==> config.mk <==
export PLATFORM = sky130hd
export DESIGN_NAME = prog_delay_line
export DESIGN_NICKNAME = d
export VERILOG_FILES = /design/src/rtl/delay_pkg.sv /design/src/rtl/delay_stage.sv /design/src/rtl/prog_delay_line.sv
export SDC_FILE = /design/constraint.sdc
export NUM_CORES = 1
export LEC_CHECK = 0
export ABC_AREA = 0
export BUFFER_PORTS_ARGS = -buffer_cell sky130_fd_sc_hd__buf_2
export CORE_UTILIZATION = 35
export DETAILED_ROUTE_END_ITERATION = 12
export GPL_TIMING_DRIVEN = 0
export SLEW_MARGIN = 10
export SYNTH_ARGS = -nofsm -noshare
export SYNTH_HDL_FRONTEND = slang
export SYNTH_HIERARCHICAL = 1
export SYNTH_SLANG_ARGS = --single-unit
==> constraint.sdc <==
create_clock -name clk -period 3.6 [get_ports clk]
set_input_delay 0.54 -clock clk [delete_from_list [all_inputs] [get_ports clk]]
set_output_delay 0.54 -clock clk [all_outputs]
set_load 0.02 [all_outputs]
==> src/rtl/delay_pkg.sv <==
// -----------------------------------------------------------------------------
// delay_pkg
// Shared helpers for the programmable delay line.
//   depth_w(max_depth)          : width of a depth selector able to encode
//                                 0..max_depth inclusive.
//   clamp_depth(sel, max_depth) : maps a requested depth onto the legal range
//                                 1..max_depth (0 -> 1, above max -> max).
// The per-stage {vld, data} record depends on WIDTH and is therefore declared
// inside the module that owns the WIDTH parameter.
// -----------------------------------------------------------------------------
package delay_pkg;

    localparam int DEFAULT_WIDTH     = 8;
    localparam int DEFAULT_MAX_DEPTH = 16;

    function automatic int depth_w(input int max_depth);
        return $clog2(max_depth + 1);
    endfunction

    function automatic int clamp_depth(input int sel, input int max_depth);
        if (sel < 1) begin
            return 1;
        end
        if (sel > max_depth) begin
            return max_depth;
        end
        return sel;
    endfunction

endpackage

==> src/rtl/delay_stage.sv <==
// -----------------------------------------------------------------------------
// delay_stage
// One W-bit register of the delay chain.
//   clk     : rising-edge clock
//   rst_n   : asynchronous active-low reset, loads RST_VAL
//   en      : capture d when high, hold when low
//   flush   : synchronous load of RST_VAL, takes priority over en
//   d       : next-stage input
//   q       : registered stage contents
// -----------------------------------------------------------------------------
module delay_stage #(
    parameter int           W       = 9,
    parameter logic [W-1:0] RST_VAL = '0
) (
    input  logic         clk,
    input  logic         rst_n,
    input  logic         en,
    input  logic         flush,
    input  logic [W-1:0] d,
    output logic [W-1:0] q
);

    logic [W-1:0] q_reg;

    always_ff @(posedge clk or negedge rst_n) begin
        if (!rst_n) begin
            q_reg <= RST_VAL;
        end else if (flush) begin
            q_reg <= RST_VAL;
        end else if (en) begin
            q_reg <= d;
        end
    end

    assign q = q_reg;

endmodule

==> src/rtl/prog_delay_line.sv <==
// -----------------------------------------------------------------------------
// prog_delay_line
// Runtime-programmable delay line for a data word and its valid bit.
// MAX_DEPTH enable-gated stages form a shift chain; the output is tapped at the
// stage chosen by depth_sel (clamped to 1..MAX_DEPTH).
//   clk       : rising-edge clock
//   rst_n     : asynchronous active-low reset
//   en        : advance the chain; all stages hold when low
//   flush     : synchronous clear of every stage and of cfg_err (beats en)
//   depth_sel : requested delay in stages, legal 1..MAX_DEPTH
//   in_valid  : qualifier for in_data
//   in_data   : data to delay
//   out_valid : valid bit of the tapped stage
//   out_data  : data of the tapped stage
//   cfg_err   : sticky, set on any edge that sees an out-of-range depth_sel
// -----------------------------------------------------------------------------
module prog_delay_line
    import delay_pkg::*;
#(
    parameter int               WIDTH     = DEFAULT_WIDTH,
    parameter int               MAX_DEPTH = DEFAULT_MAX_DEPTH,
    parameter logic [WIDTH-1:0] RST_VAL   = '0
) (
    input  logic                           clk,
    input  logic                           rst_n,
    input  logic                           en,
    input  logic                           flush,
    input  logic [depth_w(MAX_DEPTH)-1:0]  depth_sel,
    input  logic                           in_valid,
    input  logic [WIDTH-1:0]               in_data,
    output logic                           out_valid,
    output logic [WIDTH-1:0]               out_data,
    output logic                           cfg_err
);

    localparam int DW = depth_w(MAX_DEPTH);

    typedef struct packed {
        logic             vld;
        logic [WIDTH-1:0] data;
    } stage_t;

    localparam stage_t STAGE_RST = '{vld: 1'b0, data: RST_VAL};

    stage_t [MAX_DEPTH-1:0] stage_d;
    stage_t [MAX_DEPTH-1:0] stage_q;

    // Shift chain: stage 0 takes the input, every other stage its predecessor.
    // Bubbles (in_valid=0) advance like any other entry.
    for (genvar gi = 0; gi < MAX_DEPTH; gi++) begin : g_stage
        if (gi == 0) begin : g_head
            assign stage_d[gi] = '{vld: in_valid, data: in_data};
        end else begin : g_body
            assign stage_d[gi] = stage_q[gi-1];
        end

        delay_stage #(
            .W       (WIDTH + 1),
            .RST_VAL (STAGE_RST)
        ) u_stage (
            .clk   (clk),
            .rst_n (rst_n),
            .en    (en),
            .flush (flush),
            .d     (stage_d[gi]),
            .q     (stage_q[gi])
        );
    end

    // Tap selection is purely combinational from depth_sel, so a depth change
    // is visible immediately and never disturbs the stored entries.
    logic [DW-1:0] tap_idx;
    logic          range_err;
    stage_t        tap;

    always_comb begin
        tap_idx   = DW'(clamp_depth(int'(depth_sel), MAX_DEPTH) - 1);
        range_err = (depth_sel == '0) || (depth_sel > DW'(MAX_DEPTH));
        tap       = stage_q[0];
        for (int i = 1; i < MAX_DEPTH; i++) begin
            if (tap_idx == DW'(i)) begin
                tap = stage_q[i];
            end
        end
    end

    assign out_valid = tap.vld;
    assign out_data  = tap.data;

    // Sticky configuration error; a flush on the same edge clears it.
    logic cfg_err_reg;

    always_ff @(posedge clk or negedge rst_n) begin
        if (!rst_n) begin
            cfg_err_reg <= 1'b0;
        end else if (flush) begin
            cfg_err_reg <= 1'b0;
        end else if (range_err) begin
            cfg_err_reg <= 1'b1;
        end
    end

    assign cfg_err = cfg_err_reg;

endmodule

Yosys cells after proc, flatten, opt, wreduce, memory -nomap -nowiden. Index checks and enable logic that the tools add are counted. Widths: inputs -> output; s select.

Bits in registers: 145. Bits of input ports: 18. Output and inout bits: 10. Logic and storage cells: 96.

$add $sub $neg: 1. Magnitude comparators: 3. Equal/unequal tests: 15. Multiplexer cells: 56. Reduce and logical (&&, ||, !) cells: 4.

Operators with widths (count): $mux 9 (47); $eq 5x4->1 const B (8); $eq 5x3->1 const B (4); $mux 5 (3); $eq 5x2->1 const B (2); $gt 5x5->1 const B (2); $mux 1 (6); $eq 5x1->1 const B (1); $logic_not 5->1 (1); $lt 5x1->1 const B (1); $sub 5x2->5 const B (1); $reduce_bool 2->1 (2); $logic_or 1x1->1 (1).

Longest topological paths before layout.
Depth in word-level cells: 22. Mapped depth: 12. Mapped depth without buffers: 8.

Modules after synthesis. Netlist, hierarchy kept.

Modules (own cells, without submodules): delay_stage (instances 16, cells each 29, area each 364.1 sq um, seq. area each 225.2 sq um); prog_delay_line (instances 1, cells each 241, area each 1701.6 sq um, seq. area each 25.0 sq um).

Worst setup path before layout. OpenSTA, ideal clock, no wires.

Kind: input to output. Start: input port depth_sel[2]. End: output port out_data[1]. Data arrival time: 2.907 ns. Data required time: 3.060 ns. Setup slack: 0.153 ns. Stages on the path: 11. Path buffers: 3. Path through: buf_2 nor4_2 inv_1 ha_1 buf_2 or3b_1 clkbuf_1 nor3_2 a221o_1 o21ai_0 a41oi_1.

Longest elaborated chain between the ends: 22. Elaborated cells on any way between the ends: 40. Classes of those cells: add/sub (1); order compare (2); eq/ne (15); mux (22).

RTL lines: start: declaration (line prog_delay_line.sv:28) `input logic [depth_w(MAX_DEPTH)-1:0] depth_sel,`; $lt 5x1->1 / $gt 5x5->1 (equally long branches) (line delay_pkg.sv:21, delay_pkg.sv:24); $mux 1, on equally long branches (line delay_pkg.sv:21, delay_pkg.sv:24); $mux 5 / $mux 1 (equally long branches) (line delay_pkg.sv:24) `if (sel > max_depth) begin`; $mux 5 (line delay_pkg.sv:27) `return sel;`; $mux 5 (*) (line delay_pkg.sv:24); $sub 5x2->5 (*) (line prog_delay_line.sv:77) `tap_idx = DW'(clamp_depth(int'(depth_sel), MAX_DEPTH) - 1);`; $eq 5x1->1 (line prog_delay_line.sv:81) `if (tap_idx == DW'(i)) begin`; $mux 9 (14 in a row) (line prog_delay_line.sv:81); $mux 9 (*) (line prog_delay_line.sv:81); end: declaration (line prog_delay_line.sv:32) `output logic [WIDTH-1:0] out_data,`.

Mark *: on every way between the ends. The rest lies on a longest branch, timed or not. The select of a mux whose other input is x is not followed.

Final worst setup path.
Start: input port depth_sel[2]. End: output port out_data[4].

Same word-level chain as after synthesis.

==> impl_metrics.tcl <==
set metrics [dict create \
    power_frac_comb_pct 10.6 \
    seqPwrFrac_pct 44.9 \
    synth.distinct_cells 72 \
    grt_pass1_vias 5693 \
    r2r_setup_slack_ps 2810 \
    ioPinCount 28 \
    slew_violations 0 \
    core_area_mm2 0.0210 \
    gp_congestion 0.875 \
    io_buffer_count 26 \
    synth_area_mm2 0.00753 \
    via_count 5597 \
    n_fill_cell 2017 \
    cts.sinks 145 \
    fin_crit_ps 3670 \
    cts_tree "built" \
    synth_xor_area_share_pct 0.116 \
    synth_top_family_by_area "multiplexers" \
    antenna_found_initial 0 \
    status "complete, but fails checks" \
    synth_async_sr_flop_share_pct 100 \
    max_slew_margin_pct 47.0 \
    required_ps 3060 \
    grt-ovfl-total 0 \
    drive_gt1_share_pct 17.6 \
    fin_worst_skew_ps 8.44 \
    cts-root-buf "clkbuf_16" \
    cp_top_family "simple AND/OR/NAND/NOR gates" \
    setup_slack_ps -73.0 \
    syn_nets 724 \
    rows 53 \
    vdd_ir_drop_max_mv 0.248 \
    path_max_fanout 8 \
    crit_chain "buf_12, nor4_4, inv_1, ha_4, buf_6, or4b_4, nor2_4, buf_6, a22o_1, o211ai_1, a41oi_2, buf_4" \
    routed_wl_um 20100 \
    hold_viol_final 0 \
    layout.nets 784 \
    cts_buffers 17 \
    firstDrtPassIters 5 \
    avgSynthCellArea_um2 10.7 \
    crit_path_start_kind "input pin" \
    holdWs_ps 15.8 \
    worstPathArrival_ps 3130 \
    grt_pass1_wl_um 32100 \
    clkSlewWorstSetupHoldPaths_ps 60 \
    cts_buffer_depth 2 \
    violations "negative setup slack" \
    synth_flop_cell "dfrtp_1" \
    dp_hpwl_um 14400 \
    synth-edff-count 0 \
    setup_viol 4 \
    muxShareOfSynthArea_pct 20.2 \
    p_leak_nw 4.23 \
    start_util_pct 35.8 \
    grt_start_max_net_pins 101 \
    end_kind "output port" \
    synth_seq_cells 145 \
    largest_reg_flops 144 \
    min_path_type "input pin to async pin" \
    crit_top_cell "buf_6" \
    drc 0 \
    rsz0062_at_grt "true" \
    powerDensity_mw_per_mm2 414 \
    regArea_mm2 0.00363 \
    synth_fa_ha_area_share_pct 0.166 \
    maxCapViolCount 0 \
    place_area_mm2 0.00804 \
    ys_seq_area_share_pct 48.2 \
    clockPowerShare_pct 44.5 \
    postLayoutCellArea_mm2 0.00889 \
    synth_compound_area_share_pct 10.5 \
    n_antenna_cell 0 \
    swShare_pct 25.8 \
    switchingPower_uw 950 \
    place_ws_ps -694 \
    die_y_um 149 \
    multi_input_area_mm2 0.00360 \
    slowest_delay_ps 580 \
    crit_path_top_delay_cell "or4b_4" \
    drt_iter0_drc 396 \
    worst_pin_slew_ps 790 \
    htreeDepth 4 \
    crit_type "input pin to output port" \
    yosys_warnings 6 \
    synthSimpleGateAreaFrac_pct 15.6 \
    syn_inst 705 \
    die_area_mm2 0.0221 \
    cp_num_buf_inv 5 \
    areaGrowthSynthToFinish_pct 18.1 \
    power.internal_mw 2.73 \
    timing.final.crit_share_pct 102 \
    grt_use_total_pct 19.2 \
    setup_tns_ps -148 \
    via_per_inst 5.32 \
    postLayoutCoreUtil_pct 42.3 \
    final_cell_mix "mux2i_1 (151), nor2_1 (151), dfrtp_1 (145)" \
    postRouteAntennaNets 0 \
    wl_per_cell_um 19.1 \
    fp.dieW_um 149 \
    fmax_ghz 0.272 \
    insertion_delay_ps 420 \
]
==> power by group through the flow <==
stage,combinational (mW),clock (mW),sequential [mW]
finish,0.390,1.64,1.65
global route,0.420,1.74,1.66
CTS,0.380,1.67,1.65
detailed placement,0.356,0,1.68
global placement,0.349,0,1.68
floorplan,0.230,0,1.68
==> worst reg2reg max path: cells and delay by family, from the launching register on <==
kind | cells | cell delay, ps
flops | 1 | 450
mux | 1 | 160
simple gates | 1 | 50
==> stage by stage <==
stage | power [mW] | cells
CTS | 3.71 | 1045
floorplan | 1.91 | 705
global route | 3.82 | 1053
detailed placement | 2.04 | 1007
finish | 3.68 | 1053
global placement | 2.03 | 1006
==> metal layers <==
layer | up-vias | global-route usage [%] | wire (µm)
met5 | - | 0 | 0
met4 | 0 | 6.80 | 418
met2 | 123 | 30.4 | 9490
met1 | 2801 | 25.5 | 9220
met3 | 28 | 4.45 | 994
li1 | 2645 | - | -
==> cell type report <==
type,count,share of cell area [%]
plain buffers,49,4.10
clock buffers,20,5.25
clock inverters,12,0.957
inverters,5,0.211
multi-input cells,501,40.5
flip-flops and latches,145,40.8
well taps,275,3.87
repair buffers,46,4.28
==> final timing paths <==
check                                          from                        to  depth (start not counted)
min in group clk                           in_valid   g_stage[0].u_stage/q[8]                          3
min reg2reg                g_stage[15].u_stage/q[4]  g_stage[15].u_stage/q[4]                          2
min                                           rst_n   g_stage[8].u_stage/q[1]                          1
max reg2reg                g_stage[11].u_stage/q[2]  g_stage[11].u_stage/q[2]                          2
max                                    depth_sel[2]               out_data[4]                         12
max in group asynchronous                     rst_n   g_stage[2].u_stage/q[2]                          2
==> cells in the mapped netlist (all sizes together), types with 2 or more instances <==
cell type	n	area, µm²
a22o	5	43.8
buf	50	357
a31oi	2	12.5
clkbuf	4	15.0
nor4	3	25.0
nand2b	6	37.5
o21ai	16	80.1
o22ai	10	62.6
nor2	156	613
a211o	3	26.3
nor2b	2	12.5
mux2i	151	1510
o2bb2ai	6	52.6
a221oi	4	35.0
a41oi	5	66.3
nand4b	2	17.5
o211ai	4	30.0
a21o	2	15.0
a32oi	2	17.5
o22a	5	43.8
a22oi	3	22.5
or4b	3	33.8
a311oi	2	17.5
a221o	6	60.1
a21oi	8	40.0
inv	5	18.8
a21boi	2	15.0
dfrtp	145	3630
a31o	5	43.8
nor3	26	140
nand2	18	70.1
o211a	2	20.0
nand3	4	20.0
or3	3	18.8
and2	5	31.3
or4	7	56.3
nor4b	2	23.8
==> cell families (layout without fill, tap and decap cells) <==
group,count (synthesis),count (layout)
adders and majority gates,1,1
buffers and inverters,59,132
and+or+nand+nor,246,246
muxes,152,152
AOI/OAI and AO/OA,101,101
xor gates and xnor gates,1,1
DFF,145,145
==> what timing repair did <==
action / 4_1_cts / 5_1_grt
gates resized for setup: 39 / 15
endpoints found under the hold margin: 0 / 0
hold buffers: 0 / 0
gates cloned: 0 / 0
pin swaps: 10 / 14
setup buffers: 9 / 10
setup endpoints to repair: 9 / 9
(Power assumes the default switching activity.)
